[src/rtl/uart_tx_fifo.sv]
// Transmit FIFO feeding a UART core's write/T_W/T_locked request interface.
// Optional sticky overflow flag is enabled by defining UART_TX_FIFO_OVERFLOW_EN.
module uart_tx_fifo #(
    parameter int word_width = 8,
    parameter int depth      = 16
) (
    input  logic                  clk,
    input  logic                  rst_n,
    input  logic                  in_valid,
    input  logic [word_width-1:0] in_data,
    output logic                  in_ready,
    output logic                  tx_write,
    output logic [word_width-1:0] tx_word,
    input  logic                  tx_locked,
    output logic                  empty,
    output logic                  overflow,
    input  logic                  overflow_clr
);

    localparam int AW = $clog2(depth);
    localparam int PW = AW + 1;

    typedef enum logic [1:0] {
        IDLE  = 2'd0,
        SEND  = 2'd1,
        DRAIN = 2'd2
    } state_t;

    state_t                state_q;
    logic [PW-1:0]         wr_ptr_q, wr_ptr_d;
    logic [PW-1:0]         rd_ptr_q, rd_ptr_d;
    logic [word_width-1:0] mem_q [depth];
    logic [word_width-1:0] tx_word_q;
    logic                  tx_write_q;
    logic                  full;
    logic                  push;
    logic                  pop;

    // Full/empty come only from registered pointers, so in_ready never depends on in_valid.
    assign full     = (wr_ptr_q[AW-1:0] == rd_ptr_q[AW-1:0]) && (wr_ptr_q[AW] != rd_ptr_q[AW]);
    assign empty    = (wr_ptr_q == rd_ptr_q);
    assign in_ready = ~full;

    assign push     = in_valid & ~full;
    assign pop      = (state_q == SEND) & tx_locked;
    assign wr_ptr_d = wr_ptr_q + {{AW{1'b0}}, push};
    assign rd_ptr_d = rd_ptr_q + {{AW{1'b0}}, pop};

    always_ff @(posedge clk or negedge rst_n) begin
        if (!rst_n) begin
            wr_ptr_q <= '0;
            rd_ptr_q <= '0;
        end else begin
            wr_ptr_q <= wr_ptr_d;
            rd_ptr_q <= rd_ptr_d;
        end
    end

    always_ff @(posedge clk) begin
        if (push) begin
            mem_q[wr_ptr_q[AW-1:0]] <= in_data;
        end
    end

    // A word is popped only once the UART reports busy, so a request is never lost.
    always_ff @(posedge clk or negedge rst_n) begin
        if (!rst_n) begin
            state_q    <= IDLE;
            tx_write_q <= 1'b0;
            tx_word_q  <= '0;
        end else begin
            case (state_q)
                IDLE: begin
                    if (!empty) begin
                        tx_word_q  <= mem_q[rd_ptr_q[AW-1:0]];
                        tx_write_q <= 1'b1;
                        state_q    <= SEND;
                    end
                end
                SEND: begin
                    if (tx_locked) begin
                        tx_write_q <= 1'b0;
                        state_q    <= DRAIN;
                    end
                end
                DRAIN: begin
                    if (!tx_locked) begin
                        state_q <= IDLE;
                    end
                end
                default: begin
                    state_q    <= IDLE;
                    tx_write_q <= 1'b0;
                end
            endcase
        end
    end

    assign tx_write = tx_write_q;
    assign tx_word  = tx_word_q;

`ifdef UART_TX_FIFO_OVERFLOW_EN
    logic overflow_q;

    always_ff @(posedge clk or negedge rst_n) begin
        if (!rst_n) begin
            overflow_q <= 1'b0;
        end else if (overflow_clr) begin
            overflow_q <= 1'b0;
        end else if (in_valid && full) begin
            overflow_q <= 1'b1;
        end
    end

    assign overflow = overflow_q;
`else
    logic unused_overflow_clr;

    assign unused_overflow_clr = overflow_clr;
    assign overflow            = 1'b0;
`endif

endmodule

[config.mk]
export PLATFORM = sky130hd
export DESIGN_NAME = uart_tx_fifo
export DESIGN_NICKNAME = d
export VERILOG_FILES = /design/src/rtl/uart_tx_fifo.sv
export SDC_FILE = /design/constraint.sdc
export NUM_CORES = 1
export LEC_CHECK = 0
export ABC_CLOCK_PERIOD_IN_PS = 5700
export BUFFER_PORTS_ARGS = -buffer_cell sky130_fd_sc_hd__buf_2
export CAP_MARGIN = 10
export CELL_PAD_IN_SITES_DETAIL_PLACEMENT = 1
export CELL_PAD_IN_SITES_GLOBAL_PLACEMENT = 2
export CORE_MARGIN = 3
export CORE_UTILIZATION = 30
export CTS_CLUSTER_DIAMETER = 40
export DETAILED_ROUTE_END_ITERATION = 8
export PLACE_DENSITY_LB_ADDON = 0.1
export SETUP_SLACK_MARGIN = 0.1
export SLEW_MARGIN = 20
export SYNTH_ARGS = -nofsm -noshare
export SYNTH_HDL_FRONTEND = slang
export SYNTH_SLANG_ARGS = --single-unit
[constraint.sdc]
create_clock -name clk -period 5.7 [get_ports clk]
set_input_delay 0.57 -clock clk [delete_from_list [all_inputs] [get_ports clk]]
set_output_delay 0.57 -clock clk [all_outputs]
set_load 0.01 [all_outputs]
==> results of run 1 <==
-- worst paths after layout --
path	cells past startpoint	to	from
max in group asynchronous	1	rd_ptr_q[0]	rst_n
min	1	wr_ptr_q[3]	rst_n
min in group clk	2	state_q[0]	tx_locked
max reg2reg	9	wr_ptr_q[4]	rd_ptr_q[1]
min reg2reg	2	tx_write	tx_write
max	9	wr_ptr_q[4]	rd_ptr_q[1]
-- cell type report --
type,instances,area share (%)
multi-input combinational,126,20.4
sequential,149,63.9
tap,260,4.76
clock buffer,18,6.28
timing repair buffer,31,2.60
clock inverter,14,1.85
inverter,4,0.220
-- cell usage in the layout, fill, tap and decap left out, types with 4 or more instances in the layout --
cell	n
sky130_fd_sc_hd__mux2_2	8
sky130_fd_sc_hd__a22oi_1	16
sky130_fd_sc_hd__buf_4	9
sky130_fd_sc_hd__inv_1	4
sky130_fd_sc_hd__xnor2_1	9
sky130_fd_sc_hd__buf_2	22
sky130_fd_sc_hd__clkbuf_16	17
sky130_fd_sc_hd__ha_1	4
sky130_fd_sc_hd__nand2b_1	5
sky130_fd_sc_hd__edfxtp_1	128
sky130_fd_sc_hd__nand2_1	13
sky130_fd_sc_hd__mux4_2	32
sky130_fd_sc_hd__clkinv_4	4
sky130_fd_sc_hd__dfrtp_1	20
sky130_fd_sc_hd__inv_6	4
sky130_fd_sc_hd__nor2_1	12
sky130_fd_sc_hd__nor3_1	4
-- power groups by stage --
| stage | logic [µW] | clock network (µW) | registers, µW |
|---|---|---|---|
| finish | 1020 | 1050 | 1470 |
| global route | 1130 | 1130 | 1490 |
| CTS | 1070 | 1070 | 1470 |
| detailed placement | 1060 | 0 | 1490 |
| global placement | 1050 | 0 | 1480 |
| floorplan | 750 | 0 | 1450 |
-- routing by layer --
| metal | up-vias | wire length, µm | GRT usage [%] |
|---|---|---|---|
| met4 | 0 | 121 | 3.42 |
| met3 | 7 | 481 | 3.49 |
| met1 | 1508 | 6140 | 18.2 |
| met5 | - | 0 | 0 |
| li1 | 1248 | - | - |
| met2 | 45 | 6290 | 20.0 |
-- kinds of logic (layout without fill, tap and decap cells) --
| logic type | after synthesis | after routing | share of synthesized area (%) |
|---|---|---|---|
| compound gates | 23 | 23 | 2.98 |
| flops | 149 | 149 | 74.9 |
| mux | 40 | 40 | 13.9 |
| simple gates | 46 | 46 | 3.71 |
| fa+ha+maj | 4 | 4 | 0.857 |
| buf+inv | 19 | 67 | 1.84 |
| xor+xnor | 12 | 12 | 1.80 |
| other cells | 1 | 1 | 0.0642 |
-- registers in the layout, indices dropped and copies added, names as in the netlist --
name      flops
mem_q       128
tx_word       8
rd_ptr_q      5
wr_ptr_q      5
state_q       2
tx_write      1
-- metrics by stage --
| stage | utilization (%) | std cells | power (µW) |
|---|---|---|---|
| 5_1_grt | 36.2 | 602 | 3750 |
| 4_1_cts | 36.1 | 602 | 3610 |
| 2_1_floorplan | - | 294 | 2200 |
| 3_3_place_gp | 33.2 | 570 | 2540 |
| 3_5_place_dp | 33.2 | 570 | 2560 |
| 6_report | 36.2 | 602 | 3540 |
==> results.txt, run 1 <==
- DRC violations left: 0
* Fraction of the cycle the final worst path needs: 52.0%
- Peak per-stage delay on the critical path: approximately 880 ps
- Post-CTS setup buffer count: 0
- Along the worst path, the maximum fanout reaches 35.
* Fill cell total of the finished layout: 1,874
- The post-route netlist has about 31% of its cells at a drive strength greater than 1.
- The first global-routing pass estimated 19.7 mm of wire.
* Area after detailed placement: 6270 µm²
- Summing over every cut layer, the via total after detailed routing is ~2,800.
* Pre-CTS setup slack: 2670 ps
* Maximum capacitance violations: 0
- Net switching is 31.9% of the power.
* Sw power: 1130 µW
- Average detailed-routed wire length per instance: about 22 µm
* Skew final: a little under 9 ps
- Relative contribution of combinational cells to total power: 28.9%
* Most instantiated flip-flop cell in the synthesis netlist: sky130_fd_sc_hd__edfxtp_1
- Iteration-0 DRC count of the detailed router: 283
* Final-stage net count: 346
- Clock buffer depth: 2
- Setup slack on the worst reg-to-reg path comes out at between 2000 and 3000 ps.
- Wires add up to 13.0 mm.
- Die Footprint: ~21,000 µm²
* Pins Over Slew Limit: 0
- The repair_antennas step left the layout with diodes totalling 0.
* Synth area leaders: sky130_fd_sc_hd__edfxtp_1 66%, sky130_fd_sc_hd__mux4_2 12%, sky130_fd_sc_hd__dfrtp_1 9.0%
- Via count of the first global-routing pass: 2,979
- Number of distinct library cells after synthesis: 30
- In this run, post-CTS hold repair placed 0 buffers.
- In this run the number of H-tree levels came out at 4.
- The congestion estimate from routability-driven global placement came to 0.671.
* Mapped Area: approximately 5800 µm²
- Total power divided by cell area: about 520 nW/µm²
- From left edge to right edge, the die measures around 150 µm.
- The critical path goes through buf_4, xnor2_1, nand4_1, o21ai_1, inv_1, ha_1, ha_1, nand3_1, xnor2_1.
- STA classifies the critical path endpoint as a flop.
- Most frequently used cell type in the post-synthesis netlist: sky130_fd_sc_hd__edfxtp_1
* Synthesis-to-layout area growth: 17.1%
- Data on the critical path is required at its endpoint by 6020 ps.
- Antenna violations before repair: 0
* Starting density of the core: a little under a third
* Area of the placeable core: 18,900 µm²
* Clock transition at path regs: 60 ps
- Worst slew margin relative to its limit: around a third
- Post-Syn Nets: 311
- Cell with the biggest individual delay on the critical path: sky130_fd_sc_hd__o21ai_1
* Total setup violations reported at the end of the flow: 0
* Register bit total from synthesis: between 100 and 150
- After legalization and detailed placement, the total HPWL measured 8.29 mm.
- Placement row count: 50
* Tightest Pin Transition: 1010 ps
- VDD IR-drop max: 153 µV
- Pin placement for this block handled 25 I/O pins.
- For the final routed database, the setup TNS stands at 0 ps.
- Pin count of the biggest net entering global routing: 36
- After detailed routing, the number of vias per cell comes to 4.66.
- The first detailed-routing pass took 6 iterations.
* Clock power share: 29.5%
- The clock net in this run drives a total of 149 sinks.
- Count of buffering cells on the critical path with inverters included: 2
- Of the post-synthesis cell area, the dominant cell type holds 65.9%.
- CTS-repair resized insts: 0
* Type of origin of the critical path: flop
- The analysis attributes to cell leakage a power of 0.00227 µW.
- DRT antenna net count: 0
- The share of total power dissipated in sequential elements is 41.5%.
- For this run, the number of Yosys warnings is 0.
- In the final layout, the multi-input gates occupy 1390 µm².
- Setup repair after global routing left no endpoint under its margin.
- TritonCTS built the clock tree.
- Cts bufs inserted: 17
* Least setup slack across all paths after layout: 2740 ps
* CP delay by family, top: compound AO/OA/AOI/OAI gates
- The flow ran to the end, and the final reports show no timing, DRC or antenna violations.
* Number of instances in the synthesized netlist: 294
* Share of flip-flops with an asynchronous set or reset after synthesis: 14.1%
- With fillers left out, the area of the finished cells amounts to 6840 µm².
* Classification of the worst-slack hold path: in -> async
* Port bufs: 22
- For the finished layout, the period the worst path requires is 2960 ps.
- Category of the most critical setup path: reg -> reg
- sky130_fd_sc_hd__edfxtp_1 takes more of the synthesized area than any other cell.
- Global routing consumed, over all layers together, 12.9% of the routing resources.
- The die is 145 µm tall.
- Hold WS: 127 ps
* Final hold vios: 0
- Root Buffer Master: sky130_fd_sc_hd__clkbuf_16
- Fraction of the yosys area taken by sequential cells: 74.9%
- Most used standard cells in the synthesized netlist: 128 x sky130_fd_sc_hd__edfxtp_1, 32 x sky130_fd_sc_hd__mux4_2, 21 x sky130_fd_sc_hd__dfrtp_1
- Area taken by flip-flops and latches: 4370 µm²
- In this run the mean area of a mapped cell was 19.9 µm².
- Overall overflow remaining after global route: 0
- EDFF count, synth: around 130
- Based on the critical path, the design can be clocked at up to between 300 and 400 MHz.
- For the worst-skew pair, the clock arrives at the later sink with an insertion delay of 410 ps.
* Internal cell power: roughly 2400 µW
- Arrival time worst endpoint: 3290 ps
No activity file was read; power rests on OpenSTA's default activity.
==> inputs of run 2 (changes only) <==
--- a/config.mk
+++ b/config.mk
@@ -5,7 +5,7 @@
 export SDC_FILE = /design/constraint.sdc
 export NUM_CORES = 1
 export LEC_CHECK = 0
-export ABC_CLOCK_PERIOD_IN_PS = 5700
+export ABC_CLOCK_PERIOD_IN_PS = 3100
 export BUFFER_PORTS_ARGS = -buffer_cell sky130_fd_sc_hd__buf_2
 export CAP_MARGIN = 10
 export CELL_PAD_IN_SITES_DETAIL_PLACEMENT = 1
==> constraint.sdc (replaced) <==
create_clock -name clk -period 3.1 [get_ports clk]
set_input_delay 0.31 -clock clk [delete_from_list [all_inputs] [get_ports clk]]
set_output_delay 0.31 -clock clk [all_outputs]
set_load 0.01 [all_outputs]
==> results.txt, run 2 (synthesized netlist as in run 1, its figures left out) <==
- The flow ran to the end, and the final reports show no timing, DRC or antenna violations.
- Synthesis-to-layout area growth: 18.6%
- Skew final: 7.34 ps (-1.40 ps)
- Final hold vios: 0 (unchanged)
- CTS-repair resized insts: 0 (unchanged)
* Worst Reg2Reg Path Length in Cells: 4 (-5)
- The TritonCTS sink count was 149 (unchanged).
* Sequential share of power: 39.6% (-1.9 points)
* Count of H-tree levels built during CTS: 4 (unchanged)
- CP delay by family, top: simple AND/OR/NAND/NOR gates
* Commonest cells after routing, fill and taps aside: 128 x sky130_fd_sc_hd__edfxtp_1, 32 x sky130_fd_sc_hd__mux4_2, 22 x sky130_fd_sc_hd__buf_2, 20 x sky130_fd_sc_hd__dfrtp_1, 17 x sky130_fd_sc_hd__clkbuf_16
- The HPWL after detailed placement came to 8.38 mm (+1.0%).
* Area taken by flip-flops and latches: 4370 µm² (unchanged)
* Fraction of power spent switching nets: 31.9% (about the same)
- The ratio of cells with drive above 1 in the final layout was 32.9% (+1.9 points).
- The final RePlAce weighted congestion was 0.669 (-0.28%).
- Arrival time worst endpoint: 2330 ps (-960 ps)
* Vias: 2,836 (+1.0%)
- The number of nets in the layout is 351 (+1.4%).
- The DRC violation count after routing came to 0 (unchanged).
* Peak per-stage delay on the critical path: 760 ps (-120 ps)
- Routed via count divided by cell count: 4.67 (+0.17%)
- DRT antenna net count: 0 (unchanged)
* First-pass GRT wire length: 19.8 mm (+0.77%)
* Clock transition at path regs: 70 ps (about the same)
- Count of cells along the worst hold path: 2
- Among all stages on the critical path, the largest delay is contributed by sky130_fd_sc_hd__nor2_1.
- Average detailed-routed wire length per instance: 21.7 µm (about the same)
- DR pass1 iterations: 4 (-2)
- The maximum fanout count along the critical path was 8 (-77%).
- Power, Total: 6710 µW (+90%)
* Vertical extent of the die: 145 µm (unchanged)
- Required time worst endpoint: 3140 ps (-2880 ps)
* Clock power share: 30.8% (+1.3 points)
- The number of global-route vias before repair came to 2,990 (+0.37%).
- Area of the placeable core: 18,900 µm² (unchanged)
- The area taken by multi-input logic gates came to 1390 µm² (-0.63%).
- The global-route congestion overflow total was 0 (unchanged).
* Clock latency of the later-clocked register in the worst-skew pair: 420 ps (about the same)
- CP Launch Point: wr_ptr_q[1]
- The leakage power figure was 0.00230 µW (+1.7%).
* Die Wd: 145 µm (unchanged)
- The antenna diode instance count is 0 (unchanged).
- Highest Clock Rate: 437 MHz (+30%)
- The worst register-to-register path begins at wr_ptr_q[1].
* Routed wl met2: 6.15 mm (-2.3%)
- The number of cells on the critical path came to 4 (-5).
* Number of top-level design ports: 25 (unchanged)
- The max-slew headroom at the worst pin came to 39.8% (+7.6 points).
- Tightest Pin Transition: 900 ps (-111 ps)
- The peak supply drop came to 370 µV (+140%).
- Placement row count: 50 (unchanged)
- The worst setup path is captured at a flop.
- TritonCTS built the clock tree.
- Type of origin of the critical path: flop
- Fill cell total of the finished layout: 1,888 (+0.75%)
- Leaving out fill and tap cells, the most frequent cell in the layout is sky130_fd_sc_hd__edfxtp_1.
- Critical hold path startpoint: tx_locked
- Met1 Wirelength: 6.36 mm (+3.6%)
- Iteration-0 DRC count of the detailed router: 234 (-17%)
* Root Buffer Master: sky130_fd_sc_hd__clkbuf_16
- The net switching power is 2140 µW (+90%).
* Total wire length after detailed routing: 13.1 mm (+0.87%)
- Port bufs: 22 (unchanged)
* Crit path cell chain: xnor2_1, nand4_1, o2111ai_1, nor2_1
- The number of antenna violations at the first check in global routing came to 0 (unchanged).
- Met3 routed WL: 462 µm (-4.0%)
* Maximum capacitance violations: 0 (unchanged)
- The area of the die was 21,200 µm² (unchanged).
* Total setup violations reported at the end of the flow: 0 (unchanged)
- GRT Util Overall: 13.1% (+0.16 points)
- The share of total power in combinational logic was 29.5% (+0.6 points).
* Setup repair after global routing missed its margin: false
- Fraction of the cycle the final worst path needs: 73.8% (+22 points)
* Pins Over Slew Limit: 0 (unchanged)
- The starting utilization of the core area is 30.9% (unchanged).
- The minimum clock period after layout was 2290 ps (-677 ps).
- The power density over the cells was 969 nW/µm² (+87%).
* Count of buffering cells on the critical path with inverters included: 0 (-2)
- The aggregate negative setup slack was 0 ps (unchanged).
* Category of the most critical setup path: reg -> reg
- Pin count of the biggest net entering global routing: 35 (-2.8%)
- Classification of the worst-slack hold path: in -> reg
- Top Metal Used: met4
* Internal cell power: 4570 µW (+90%)
- Cts bufs inserted: 17 (unchanged)
- The buffer depth of the longest clock path is 2 (unchanged).
* Largest register FFs: 128 (unchanged)
-- run 2: cell count changes in the layout (fill, tap and decap cells not counted), moves of 2 or more --
cell and change:
sky130_fd_sc_hd__clkinv_1 -3, sky130_fd_sc_hd__clkinv_4 -3, sky130_fd_sc_hd__inv_6 +2, sky130_fd_sc_hd__clkinvlp_4 +3, sky130_fd_sc_hd__buf_4 +3
-- run 2: final timing paths --
kind                                endpoint  slack (ps)
worst max-delay path            mem_q[10][1]         810
worst min-delay path              state_q[0]         100
worst max register to register  mem_q[10][1]         810
worst min register to register      tx_write         480
max in group asynchronous        rd_ptr_q[0]        2330
min in group asynchronous        rd_ptr_q[4]         390
-- run 2: area by class of cell --
| class | count | share of cell area (%) |
|---|---|---|
| flip-flops and latches | 149 | 63.1 |
| multi-input cells | 126 | 20.0 |
| clock buffers | 17 | 6.15 |
| well taps | 260 | 4.70 |
| repair buffers | 36 | 3.33 |
| clock inverters | 15 | 2.46 |
| inverters | 4 | 0.217 |
-- run 2: power by group through the flow --
stage / logic, µW / clock network (µW) / registers (µW)
floorplan: 1380 / 0 / 2670
global placement: 2040 / 0 / 2690
detailed placement: 2050 / 0 / 2710
CTS: 2050 / 2130 / 2670
global route: 2180 / 2200 / 2700
finish: 1980 / 2070 / 2660
-- run 2: stage by stage --
stage                     worst slack [ps]  hold slack, ps  std cells  instance area, µm²  utilization, %
final                                  812            99.6        607                6920            36.6
after global routing                   557            97.0        607                6920            36.6
after CTS                              680            80.4        607                6920            36.6
after detailed placement               691             317        574                6320            33.4
after global placement                 710             300        574                6320            33.4
after floorplan                        730            14.4        294                5840               -
-- run 2: repair_timing --
item	4_1_cts	5_1_grt
hold buffers	1	0
hold endpoints to repair	21	0
setup endpoints to repair	0	0
buffers inserted	0	0
-- run 2: per-layer routing --
layer / GRT usage (%) / vias to the layer above
met3: 3.15 / 12
met5: 0 / -
met2: 19.6 / 53
li1: - / 1260
met1: 18.6 / 1511
met4: 4.84 / 0
-- run 2: worst register-to-register path, delay by kind of cell, from the launching register on --
kind / cells / cell delay (ps)
simple gates: 2 / 1020
flops: 1 / 470
compound gates: 1 / 260
xor+xnor: 1 / 160
==> inputs of run 3 (changes only) <==
--- a/config.mk
+++ b/config.mk
@@ -5,7 +5,7 @@
 export SDC_FILE = /design/constraint.sdc
 export NUM_CORES = 1
 export LEC_CHECK = 0
-export ABC_CLOCK_PERIOD_IN_PS = 3100
+export ABC_CLOCK_PERIOD_IN_PS = 2300
 export BUFFER_PORTS_ARGS = -buffer_cell sky130_fd_sc_hd__buf_2
 export CAP_MARGIN = 10
 export CELL_PAD_IN_SITES_DETAIL_PLACEMENT = 1
==> constraint.sdc (replaced) <==
create_clock -name clk -period 2.3 [get_ports clk]
set_input_delay 0.23 -clock clk [delete_from_list [all_inputs] [get_ports clk]]
set_output_delay 0.23 -clock clk [all_outputs]
set_load 0.01 [all_outputs]
==> results.txt, run 3 (synthesized netlist as in run 1, its figures left out) <==
* Worst Path Max Fanout: 8 (unchanged)
- The clock-pin slew on the worst setup and hold paths was 60 ps (about the same).
* Tightest Pin Transition: 782 ps (-118 ps)
* Largest register FFs: 128 (unchanged)
* DRT antenna net count: 0 (unchanged)
- The width of the die came to 145 µm (unchanged).
* Number of top-level design ports: 25 (unchanged)
* Required time worst endpoint: 2350 ps (-790 ps)
* Crit path cell chain: xnor2_1, nand4_1, o2111ai_1, nor2_1
* Critical Path Sink Type: flop
- Root Buffer Master: sky130_fd_sc_hd__clkbuf_16
- The floorplan core area is 18,900 µm² (unchanged).
- VDD IR-drop max: 503 µV (+36%)
* Pins Over Slew Limit: 0 (unchanged)
- Clock latency of the later-clocked register in the worst-skew pair: 420 ps (about the same)
* Count of cells along the worst hold path: 4 (+2)
- The via density per instance is 4.62 (-1.2%).
- Total power divided by cell area: 1300 nW/µm² (+34%)
- Critical hold path startpoint: in_valid
- The global-route track usage on met2 is 22.2% (+2.7 points).
* Area used by multi-input combinational logic: 1400 µm² (+1.1%)
* Clock buffer depth: 2 (unchanged)
- Vias: 2,872 (+1.3%)
* Leakage power of the design: 0.00237 µW (+3.0%)
* First-pass GRT wire length: 20.7 mm (+4.1%)
- Commonest cells after routing, fill and taps aside: 128 x sky130_fd_sc_hd__edfxtp_1, 32 x sky130_fd_sc_hd__mux4_2, 23 x sky130_fd_sc_hd__buf_4, 22 x sky130_fd_sc_hd__buf_2, 20 x sky130_fd_sc_hd__dfrtp_1
* Final hold vios: 0 (unchanged)
- The starting utilization of the core area is 30.9% (unchanged).
- The area of the die came to 21,200 µm² (unchanged).
- The first-pass iteration count of the detailed router was 4 (unchanged).
- Fill cell total of the finished layout: 1,890 (+0.11%)
- Classification of the worst-slack hold path: in -> reg
- TritonCTS built the clock tree.
- The startpoint identified for the worst register-to-register timing path is rd_ptr_q[1].
- The port buffer count is 22 (unchanged).
* Arrival time worst endpoint: 2290 ps (-40 ps)
- Cell with the biggest individual delay on the critical path: sky130_fd_sc_hd__nor2_1
- The max-slew headroom at the worst pin came to 47.7% (+7.9 points).
- Power, Total: 9170 µW (+37%)
- The number of levels in the clock H-tree came to 4 (unchanged).
* Iteration-0 DRC count of the detailed router: 201 (-14%)
- The final setup violation count came to 0 (unchanged).
- The library cell used most frequently in the layout, excluding fill and tap cells, is sky130_fd_sc_hd__edfxtp_1.
- Via count of the first global-routing pass: 3,180 (+6.4%)
- The number of cell rows was 50 (unchanged).
- The global routing usage summed across all routing layers came to 13.7% (+0.66 points).
* Fraction of the cycle the final worst path needs: 97.3% (+23 points)
- The final routed wire length divided by cell count came to 22.3 µm (+3.2%).
- Total wire length after detailed routing: 13.9 mm (+5.7%)
- The number of max-capacitance violations reported is 0 (unchanged).
- Area taken by flip-flops and latches: 4370 µm² (unchanged)
- The minimum clock period after layout came to 2240 ps (-50.5 ps).
- Peak per-stage delay on the critical path: 730 ps (-30 ps)
* Run status: complete, no violations
- The peak clock frequency supported by timing is 447 MHz (+2.3%).
* HPWL reported at the end of detailed placement: 8.84 mm (+5.5%)
- The number of antenna violations at the first check in global routing was 0 (unchanged).
* Category of the most critical setup path: reg -> reg
- Final-stage net count: 367 (+4.6%)
- The path with the worst hold slack has its endpoint at wr_ptr_q[0].
- Type of origin of the critical path: flop
- Setup repair after global routing missed its margin: true
- Skew final: 6.97 ps (-0.363 ps)
- Gpl congestion: 0.704 (+5.3%)
* Proportion of layout cells with a drive suffix above 1: 35.6% (+2.8 points)
* Met3 GRT Util: 2.96% (-0.19 points)
- The global-route congestion overflow total came to 0 (unchanged).
* Antenna diode count: 0 (unchanged)
- DRC violations left: 0 (unchanged)
- The endpoint identified for the worst register-to-register timing path is mem_q[6][7].
* GRT busiest layer: met2
- Compared with the post-synthesis result, the final layout area differs by 20.7%.
- The pin count of the biggest net entering global routing is 27 (-23%).
- The worst setup slack for register-to-register paths is 60 ps (-750 ps).
- The clock buffer count from CTS is 17 (unchanged).
* Vertical extent of the die: 145 µm (unchanged)
* Worst Reg2Reg Path Length in Cells: 4 (unchanged)
- Hold WS: 206 ps (+107 ps)
- The TritonCTS sink count is 149 (unchanged).
* Met1 Track Usage GR: 18.1% (-0.54 points)
run 3: cell types whose count changed in the layout (fill, tap and decap cells not counted), moves of 2 or more:
| cell | delta |
|---|---|
| sky130_fd_sc_hd__buf_4 | +11 |
| sky130_fd_sc_hd__nor2_2 | +6 |
| sky130_fd_sc_hd__clkinv_4 | +3 |
| sky130_fd_sc_hd__nor2_1 | -6 |
| sky130_fd_sc_hd__buf_6 | +2 |
| sky130_fd_sc_hd__clkinv_1 | +2 |
| sky130_fd_sc_hd__clkinvlp_4 | -3 |
| sky130_fd_sc_hd__clkbuf_1 | +3 |
| sky130_fd_sc_hd__inv_6 | -4 |
run 3: repair_timing:
action,4_1_cts,5_1_grt
buffers inserted,0,2
endpoints found under the setup margin,32,70
gates cloned,0,1
gates resized for setup,0,8
endpoints found under the hold margin,22,0
hold buffers,2,0
run 3: routing by layer:
metal	vias to the layer above	part of all wire (%)
met2	41	49
li1	1292	-
met1	1525	47
met4	0	1.7
met3	14	2.5
met5	-	0
run 3: how the worst max path moves through the flow:
stage           startpoint     endpoint  slack [ps]  depth (start not counted)
2_1_floorplan  wr_ptr_q[3]  mem_q[0][0]         -70                          5
3_3_place_gp   rd_ptr_q[1]  mem_q[5][2]          80                          4
3_5_place_dp   rd_ptr_q[1]  mem_q[5][2]          60                          4
4_1_cts        rd_ptr_q[1]  mem_q[5][2]          40                          4
5_1_grt        rd_ptr_q[4]  mem_q[4][7]        -100                          3
6_report       rd_ptr_q[1]  mem_q[6][7]          60                          4
run 3: worst max-delay path: cells and delay by family, from the launching register on:
family | cells | cell delay [ps]
and+or+nand+nor | 2 | 890
AOI/OAI and AO/OA | 1 | 360
DFF | 1 | 450
xor gates and xnor gates | 1 | 160
run 3: cell type report:
type,count,area share [%]
clock inverter,11,1.49
timing repair buffer,52,5.54
tap,260,4.62
inverter,4,0.213
multi-input combinational,126,19.9
sequential,149,62.1
clock buffer,20,6.20
run 3: stage by stage:
stage,utilization [%],cells,instance area [µm²],TNS [ps],worst slack [ps]
after CTS,36.9,619,6980,0,40.4
after detailed placement,34.0,586,6420,0,56.9
final,37.3,622,7040,0,62.7
after global placement,34.0,586,6420,0,75.4
after floorplan,-,294,5840,-2240,-70.0
after global routing,37.3,622,7040,-1420,-98.8
run 3: power by group:
part	switching [µW]	internal [µW]
clock network	1080	1480
registers	185	3370
logic	1650	1400
